### config.mk
export PLATFORM = sky130hd
export DESIGN_NAME = font_glyph_seq
export DESIGN_NICKNAME = d
export VERILOG_FILES = /design/src/rtl/font_pkg.sv /design/src/rtl/font_addr_gen.sv /design/src/rtl/font_glyph_seq.sv
export SDC_FILE = /design/constraint.sdc
export NUM_CORES = 1
export LEC_CHECK = 0
export BUFFER_PORTS_ARGS = -buffer_cell sky130_fd_sc_hd__buf_4
export CORE_MARGIN = 3
export CORE_UTILIZATION = 34
export CTS_CLUSTER_SIZE = 16
export DETAILED_ROUTE_END_ITERATION = 16
export PLACE_DENSITY = 0.59
export SYNTH_ARGS = -nofsm -noshare
export SYNTH_HDL_FRONTEND = slang
export SYNTH_SLANG_ARGS = --single-unit
### constraint.sdc
create_clock -name clk -period 3.4 [get_ports clk]
set_input_delay 0.34 -clock clk [delete_from_list [all_inputs] [get_ports clk]]
set_output_delay 0.34 -clock clk [all_outputs]
set_load 0.005 [all_outputs]
### src/rtl/font_pkg.sv
// Shared constants and types for the font glyph sequencer.
// Geometry of the 6x8 font ROM and the glyph FSM encoding.
package font_pkg;

    localparam int          GLYPH_W    = 6;
    localparam logic [7:0]  FIRST_CHAR = 8'h20;
    localparam int          NUM_GLYPHS = 96;
    localparam int          BAD_GLYPH  = 31;
    localparam int          ADDR_W     = 10;

    localparam int IDX_W = $clog2(NUM_GLYPHS);
    // One extra count so the optional spacer column is representable
    localparam int COL_W = $clog2(GLYPH_W + 1);

    typedef enum logic [1:0] {
        IDLE,
        READ,
        CAPT,
        OUT
    } state_t;

    typedef logic [COL_W-1:0] col_t;
    typedef logic [IDX_W-1:0] idx_t;

endpackage

### src/rtl/font_addr_gen.sv
// Character-to-glyph mapping and ROM column address arithmetic.
// start selects the freshly mapped glyph at column 0, else idx at col.
module font_addr_gen
    import font_pkg::*;
(
    input  logic [7:0]        ch,
    input  logic              start,
    input  idx_t              idx,
    input  col_t              col,
    output idx_t              map_idx,
    output logic [ADDR_W-1:0] addr
);

    logic [8:0] code;
    logic [8:0] lo;
    logic [8:0] hi;
    logic       in_range;
    idx_t       idx_eff;
    col_t       col_eff;

    // Nine bits so FIRST_CHAR+NUM_GLYPHS cannot overflow
    assign code     = {1'b0, ch};
    assign lo       = 9'(FIRST_CHAR);
    assign hi       = lo + 9'(NUM_GLYPHS);
    assign in_range = (code >= lo) && (code < hi);
    assign map_idx  = in_range ? IDX_W'(code - lo) : IDX_W'(BAD_GLYPH);

    assign idx_eff = start ? map_idx : idx;
    assign col_eff = start ? '0 : col;

    assign addr = ADDR_W'(idx_eff) * ADDR_W'(GLYPH_W) + ADDR_W'(col_eff);

endmodule

### src/rtl/font_glyph_seq.sv
// Font ROM column sequencer: one char in, GLYPH_W column bytes out.
// Define FONT_SPACING_EN to append a blank 8'h00 spacer column per glyph.
module font_glyph_seq
    import font_pkg::*;
(
    input  logic              clk,
    input  logic              rst,
    input  logic              in_valid,
    output logic              in_ready,
    input  logic [7:0]        in_char,
    output logic              rom_rd,
    output logic [ADDR_W-1:0] rom_addr,
    input  logic [7:0]        rom_data,
    output logic              out_valid,
    input  logic              out_ready,
    output logic [7:0]        out_data,
    output logic              out_last,
    output logic              busy
);

`ifdef FONT_SPACING_EN
    localparam int LAST_ROM_COL = GLYPH_W - 1;
    localparam bit SPACER       = 1'b1;
`else
    localparam int LAST_ROM_COL = GLYPH_W - 1;
    localparam bit SPACER       = 1'b0;
`endif

    state_t            state, state_n;
    col_t              col, col_n;
    idx_t              idx, idx_n;
    idx_t              map_idx;
    col_t              col_inc;
    logic [ADDR_W-1:0] addr_calc;
    logic              rom_rd_n;
    logic [ADDR_W-1:0] rom_addr_n;
    logic              out_valid_n;
    logic              out_last_n;
    logic [7:0]        out_data_n;
    logic              accept;
    logic              rom_col_end;

    assign in_ready    = (state == IDLE) && !rst;
    assign busy        = (state != IDLE);
    assign accept      = in_valid && in_ready;
    assign col_inc     = col + col_t'(1);
    assign rom_col_end = (col == col_t'(LAST_ROM_COL));

    font_addr_gen u_addr (
        .ch      (in_char),
        .start   (state == IDLE),
        .idx     (idx),
        .col     (col_inc),
        .map_idx (map_idx),
        .addr    (addr_calc)
    );

    always_comb begin
        state_n     = state;
        col_n       = col;
        idx_n       = idx;
        rom_rd_n    = 1'b0;
        rom_addr_n  = rom_addr;
        out_valid_n = out_valid;
        out_last_n  = out_last;
        out_data_n  = out_data;
        unique case (state)
            IDLE: begin
                if (accept) begin
                    idx_n      = map_idx;
                    col_n      = '0;
                    rom_rd_n   = 1'b1;
                    rom_addr_n = addr_calc;
                    state_n    = READ;
                end
            end
            READ: begin
                state_n = CAPT;
            end
            CAPT: begin
                out_data_n  = rom_data;
                out_valid_n = 1'b1;
                out_last_n  = rom_col_end && !SPACER;
                state_n     = OUT;
            end
            OUT: begin
                if (out_ready) begin
                    if (out_last) begin
                        out_valid_n = 1'b0;
                        out_last_n  = 1'b0;
                        state_n     = IDLE;
                    end else if (SPACER && rom_col_end) begin
                        // Spacer byte needs no ROM read; stay in OUT
                        col_n      = col_inc;
                        out_data_n = 8'h00;
                        out_last_n = 1'b1;
                    end else begin
                        col_n       = col_inc;
                        out_valid_n = 1'b0;
                        rom_rd_n    = 1'b1;
                        rom_addr_n  = addr_calc;
                        state_n     = READ;
                    end
                end
            end
            default: state_n = IDLE;
        endcase
    end

    always_ff @(posedge clk) begin
        if (rst) begin
            state     <= IDLE;
            col       <= '0;
            idx       <= '0;
            rom_rd    <= 1'b0;
            rom_addr  <= '0;
            out_valid <= 1'b0;
            out_data  <= '0;
            out_last  <= 1'b0;
        end else begin
            state     <= state_n;
            col       <= col_n;
            idx       <= idx_n;
            rom_rd    <= rom_rd_n;
            rom_addr  <= rom_addr_n;
            out_valid <= out_valid_n;
            out_data  <= out_data_n;
            out_last  <= out_last_n;
        end
    end

endmodule

# [After elaboration in Yosys (flattened, before gate mapping)]
# Index checks and enable logic that the tools add are counted.
[op_classes] addsub=3 mul=1 n_lt_le_gt_ge=2 reduce_logical=12 n_mux=22 n_eq_ne=7
[op_table] op="10-bit two-way mux" n=3
[op_table] op="10-bit one-hot mux with 2 select lines" n=1
[op_table] op="7-bit two-way mux" n=2
[op_table] op="3-bit two-way mux" n=4
[op_table] op="10-bit by 3-bit adder with 10-bit output" n=1
[op_table] op="7-bit by 2-bit multiplier with 9-bit output, second input constant" n=1
[op_table] op="8-bit by 6-bit greater-or-equal comparator with 1-bit output, second input constant" n=1
[op_table] op="8-bit less-than comparator, second input constant" n=1
[op_table] op="2-bit one-hot mux with 4 select lines" n=1
[op_table] op="7-bit by 6-bit subtractor with 7-bit output, second input constant" n=1
[op_table] op="2-bit != test, second input constant" n=3
[op_table] op="1-bit one-hot mux with 2 select lines" n=3
[op_table] op="3-bit one-hot mux with 2 select lines" n=1
[op_table] op="2-bit AND reduction" n=3
[op_table] op="2-bit nonzero test" n=3
[op_table] op="1-bit two-way mux" n=5
[op_table] op="2-bit equality test, second input constant" n=2
[op_table] op="2-bit two-way mux" n=2
[op_table] op="4-bit AND reduction" n=1
[op_table] op="3-bit by 1-bit adder with 3-bit output, second input constant" n=1
[op_table] op="3-bit equality test, second input constant" n=1
[op_table] op="1-bit logical AND" n=3
[op_table] op="2-bit by 1-bit equality test with 1-bit output, second input constant" n=1
[op_table] op="2-bit logical NOT" n=1
[op_table] op="1-bit logical NOT" n=1
[word_totals] output_inout_bits=23 inputBits=20 ff_bits=33

# [Longest topological paths before layout]
[logic_depth] depth_word=9 depth_mapped=15

# [Cells and area by module]
# From an unflattened synthesis, not the netlist that was laid out.
[hier_totals] hier_cells=249 hier_area_um2=2219.6
[modules_own_cells] mod="font_glyph_seq" cells_each=143 instances=1 area_per_inst_um2=1383.8
[modules_own_cells] mod="font_addr_gen" cells_each=106 instances=1 area_per_inst_um2=835.8

# [Least setup slack after synthesis]
# OpenSTA, ideal clock, no wires.
[synth_timing] path_type="input -> register" startpoint="input port in_char[4]" endpoint="register rom_addr[9]" path_slack_ns=0.088 setup_ns=0.096 required_ns=3.304 stages=14 arrival_ns=3.216 cell_sequence="nor4_2 a311oi_2 or2_2 clkbuf_1 nor2_1 a21oi_1 ha_1 fa_1 a211oi_1 nor2_1 xor2_1 nand4_1 o21a_2 o41ai_2"
[synth_between] elab_chain_cells=9 elab_cells_between_ends=12 cone_classes="2 x add/sub; 1 x mul; 2 x order compare; 6 x mux; 1 x reduce/logical"
[synth_rtl] item="from (decl)" line_no="font_glyph_seq.sv:10" source="input logic [7:0] in_char,"
[synth_rtl] item="8-bit by 6-bit greater-or-equal comparator with 1-bit output or 8-bit less-than comparator (tied branches)" line_no="font_addr_gen.sv:25" source="assign in_range = (code >= lo) && (code < hi);"
[synth_rtl] item="1-bit logical AND" line_no="font_addr_gen.sv:25"
[synth_rtl] item="7-bit two-way mux (*)" line_no="font_addr_gen.sv:26" source="assign map_idx = in_range ? IDX_W'(code - lo) : IDX_W'(BAD_GLYPH);"
[synth_rtl] item="7-bit two-way mux (*)" line_no="font_addr_gen.sv:28" source="assign idx_eff = start ? map_idx : idx;"
[synth_rtl] item="7-bit by 2-bit multiplier with 9-bit output (*)" line_no="font_addr_gen.sv:31" source="assign addr = ADDR_W'(idx_eff) * ADDR_W'(GLYPH_W) + ADDR_W'(col_eff);"
[synth_rtl] item="10-bit by 3-bit adder with 10-bit output (*)" line_no="font_addr_gen.sv:31"
[synth_rtl] item="10-bit two-way mux" line_no="font_glyph_seq.sv:88" source="if (out_last) begin"
[synth_rtl] item="10-bit two-way mux" line_no="font_glyph_seq.sv:87" source="if (out_ready) begin"
[synth_rtl] item="10-bit one-hot mux with 2 select lines (*)" line_no="font_glyph_seq.sv:67" source="unique case (state)"
[synth_rtl] item="to (signal assigned)" line_no="font_glyph_seq.sv:125" source="rom_addr <= rom_addr_n;"
[synth_rtl] item="to (decl)" line_no="font_glyph_seq.sv:12" source="output logic [ADDR_W-1:0] rom_addr,"
# Every way passes the cells marked *; elsewhere a longest branch is shown, timed or not. The select of a mux whose other input is x is not followed.
# A chain may end at the register's enable or synchronous reset.

# [Final worst setup path]
# Ends and elaborated chain as after synthesis.

==> insert_results.sql <==
INSERT INTO impl_metrics (metric_group, metric, value, unit) VALUES
('worst_hold_path', 'min_from', 'in_char[5]', ''),
('worst_setup_path', 'reg2reg_from', 'state[0]', ''),
('cells_and_area', 'cell_count_final_fillers_out', '350', ''),
('cts', 'cts_made_buffers', '5', ''),
('placement', 'io_port_bufs', '42', ''),
('cells_and_area', 'area_growth', '26.68', '%'),
('synthesis', 'synth_area_leader', 'sky130_fd_sc_hd__dfxtp_1', ''),
('synthesis', 'synth_top_family_by_area', 'simple AND/OR/NAND/NOR gates', ''),
('route', 'routed_via_density', '4.920', ''),
('cts', 'cts_buffer_depth', '2', ''),
('sta', 'number_of_pins_exceeding_their_max_slew_limit_in_the_final_report', '0', ''),
('die', 'horizontal_die_dimension', '82.57', 'um'),
('job', 'max_cap_viol_count', '0', ''),
('route', 'final_antenna_net_count', '0', ''),
('worst_setup_path', 'reg2reg_setup_slack', '0.38', 'ns'),
('route', 'vias', '1722', ''),
('worst_setup_path', 'crit_path_start_kind', 'input port', ''),
('synthesis', 'synth.yosys.seq_area_share', '0.3315', ''),
('synthesis', 'yosys.cell_types.count', '42', ''),
('worst_setup_path', 'r2r_end', 'rom_addr[9]', ''),
('cts', 'cts.clk_slew.worst_paths', '0.08', 'ns'),
('synthesis', 'yosys.area_share.simple', '0.2065', ''),
('placement', 'post-place-ws', '-0.03561', 'ns'),
('sta', 'worst_clock_skew', '0.009814', 'ns'),
('cells_and_area', 'share_of_post_route_cells_with_drive_strength_above_1', '0.2554', ''),
('synthesis', 'post_synth_inst_count', '232', ''),
('worst_setup_path', 'worst_ep_arrival_time', '3.34', 'ns'),
('worst_hold_path', 'hp-class', 'in -> reg', ''),
('cells_and_area', 'postLayoutCellArea', '2525', 'um2'),
('route', 'finalWirelength', '4392', 'um'),
('pwr', 'vdd_ir_drop_max', '273.1', 'uV'),
('cts', 'tritoncts', 'done', ''),
('worst_setup_path', 'worstSetupEndpointType', 'flip-flop', ''),
('pwr', 'total_leakage_power', '0.001071', 'uW'),
('worst_setup_path', 'critical_path.most_common_cell', 'sky130_fd_sc_hd__nor2_1', ''),
('synthesis', 'synth.ff_latch_count', '33', ''),
('synthesis', 'synth_xor_xnor_area_share', '0.04771', ''),
('worst_setup_path', 'worst_r2r_path_depth', '11', ''),
('route', 'drt-initial-drc-count', '50', ''),
('worst_setup_path', 'critical-path-max-stage-delay', '0.40', 'ns'),
('worst_setup_path', 'path_delay_family', 'simple AND/OR/NAND/NOR gates', ''),
('sta', 'setup_viol', '0', ''),
('global_routing', 'grt_first_pass_wirelength', '7493', 'um'),
('global_routing', 'overflow_left_after_global_routing', '0', ''),
('global_routing', 'tot_gr_track_use', '0.1417', ''),
('worst_hold_path', 'hold-path-cell-count', '2', ''),
('sta', 'unrepaired_setup_endpoints_after_global_routing', 'no', ''),
('sta', 'timing.final.ws_setup', '0.2679', 'ns'),
('die', 'coreArea', '5574', 'um2'),
('run_status', 'outcome', 'complete, no violations', ''),
('cells_and_area', 'most-common-layout-cells', 'sky130_fd_sc_hd__buf_4, sky130_fd_sc_hd__nor2_1, sky130_fd_sc_hd__dfxtp_1', ''),
('cts', 'post-cts-setup-buffers', '0', ''),
('worst_setup_path', 'critical_path_required', '3.61', 'ns'),
('cts', 'clock_root_buffer_master', 'sky130_fd_sc_hd__clkbuf_8', ''),
('placement', 'place_inst', '342', ''),
('synthesis', 'synth.top_cell.area_share', '0.3315', ''),
('die', 'placementRows', '27', ''),
('synthesis', 'synth.avg_cell_area', '8.591', 'um2'),
('die', 'fp.dieArea', '6817', 'um2'),
('synthesis', 'yosys-mux-area-fraction', '0.06089', ''),
('pwr', 'ratio_of_total_power_to_cell_area', '587.8', 'nW/um2'),
('worst_setup_path', 'cp_cell_sequence', 'buf_4 > nor4_2 > a311oi_2 > or2_2 > nor2_1 > a21oi_1 > ha_1 > fa_1 > a211oi_1 > nor2_1 > xor2_1 > nand4_1 > o21a_2 > o41ai_2', ''),
('synthesis', 'syn-cell-area', '1993', 'um2'),
('die', 'dieHeight', '82.57', 'um'),
('placement', 'routabilityCongestion', '0.7540', ''),
('sta', 'worst_slew_pin_slew', '0.5600', 'ns'),
('sta', 'report.final.hold_viol_count', '0', ''),
('synthesis', 'synthesis.nets', '270', ''),
('cts', 'htree_num_levels', '2', ''),
('synthesis', 'synth_area_leaders', 'sky130_fd_sc_hd__dfxtp_1, sky130_fd_sc_hd__ha_1, sky130_fd_sc_hd__nor2_1', ''),
('worst_setup_path', 'critical_path_peak_fanout', '4', '');
## repair_timing
action | 4_1_cts | 5_1_grt
endpoints found under the setup margin | 0 | 2
gates resized for setup | 0 | 1
hold buffers | 0 | 0
## registers in the layout, summed over array words and instances (netlist names)
register and count:
rom_addr 10, out_data 8, idx 7, col 3
state 2, out_last 1, out_valid 1, rom_rd 1
## power by group
part	total, uW	switching, uW	internal (uW)
Sequential	463	26.8	436
Combinational	638	339	300
Clock	383	164	219
Total	1480	529	955
## metal layers
| layer | wire length, um | vias up | track usage | part of all wire |
|---|---|---|---|---|
| met5 | 0 | - | 0 | 0 |
| met4 | 46 | 0 | 0.05392 | 0.010 |
| met3 | 229 | 5 | 0.03145 | 0.052 |
| met2 | 1932 | 29 | 0.2188 | 0.44 |
| met1 | 2183 | 795 | 0.1920 | 0.50 |
| li1 | - | 893 | - | - |
## metrics by stage
stage               TNS (ns)  hold WS, ns  total power (uW)
floorplan                  0       0.4465             896.6
global placement           0       0.4643              1106
detailed placement  -0.03561       0.4725              1106
CTS                        0       0.2614              1503
global route               0       0.2726              1610
finish                     0       0.2671              1484
## worst register-to-register path, delay by kind of cell (launching register included)
family / cells / cell delay [ns]
buf+inv: 1 / 0.09
simple gates: 3 / 0.42
compound gates: 5 / 1.43
flops: 1 / 0.34
fa+ha+maj: 2 / 0.66
## how the worst max path moves through the flow
stage	endpoint	slack, ns	cells past startpoint
global route	rom_addr[9]	0.04	14
global placement	rom_addr[9]	0.04	14
floorplan	rom_addr[9]	0.09	14
detailed placement	rom_addr[9]	-0.04	14
CTS	rom_addr[9]	0.18	11
finish	rom_addr[9]	0.27	14
## kinds of logic after synthesis
kind of cell,after synthesis
adders and majority gates,18
and+or+nand+nor,86
buffers and inverters,21
muxes,12
xor gates and xnor gates,10
DFF,33
AOI/OAI and AO/OA,52
## Yosys cell counts, drive strengths merged
cell type / n
a211oi: 7
o2bb2ai: 1
o31ai: 3
a21boi: 2
a22oi: 1
and3: 2
mux2: 1
buf: 5
mux2i: 11
nor2b: 5
fa: 2
nand3b: 10
or2: 2
clkbuf: 7
a221oi: 1
xor2: 5
dfxtp: 33
ha: 16
a211o: 1
nand4: 2
nand2: 10
nor4: 1
a21oi: 13
nand2b: 3
nor3: 3
nor2: 45
inv: 9
o21ai: 15
o41ai: 1
nand3: 3
o21a: 1
o311ai: 1
xnor2: 5
a311oi: 2
a21o: 3
## area by class of cell
cell class                      instances  area (um2)
Fill cell                             575        3049
Multi-Input combinational cell        178        1245
Sequential cell                        33       660.6
Timing Repair Buffer                   50       375.4
Tap cell                               72       90.09
Clock buffer                            5       68.82
Clock inverter                          3       46.29
Inverter                                9       38.79
(Power assumes the default switching activity.)
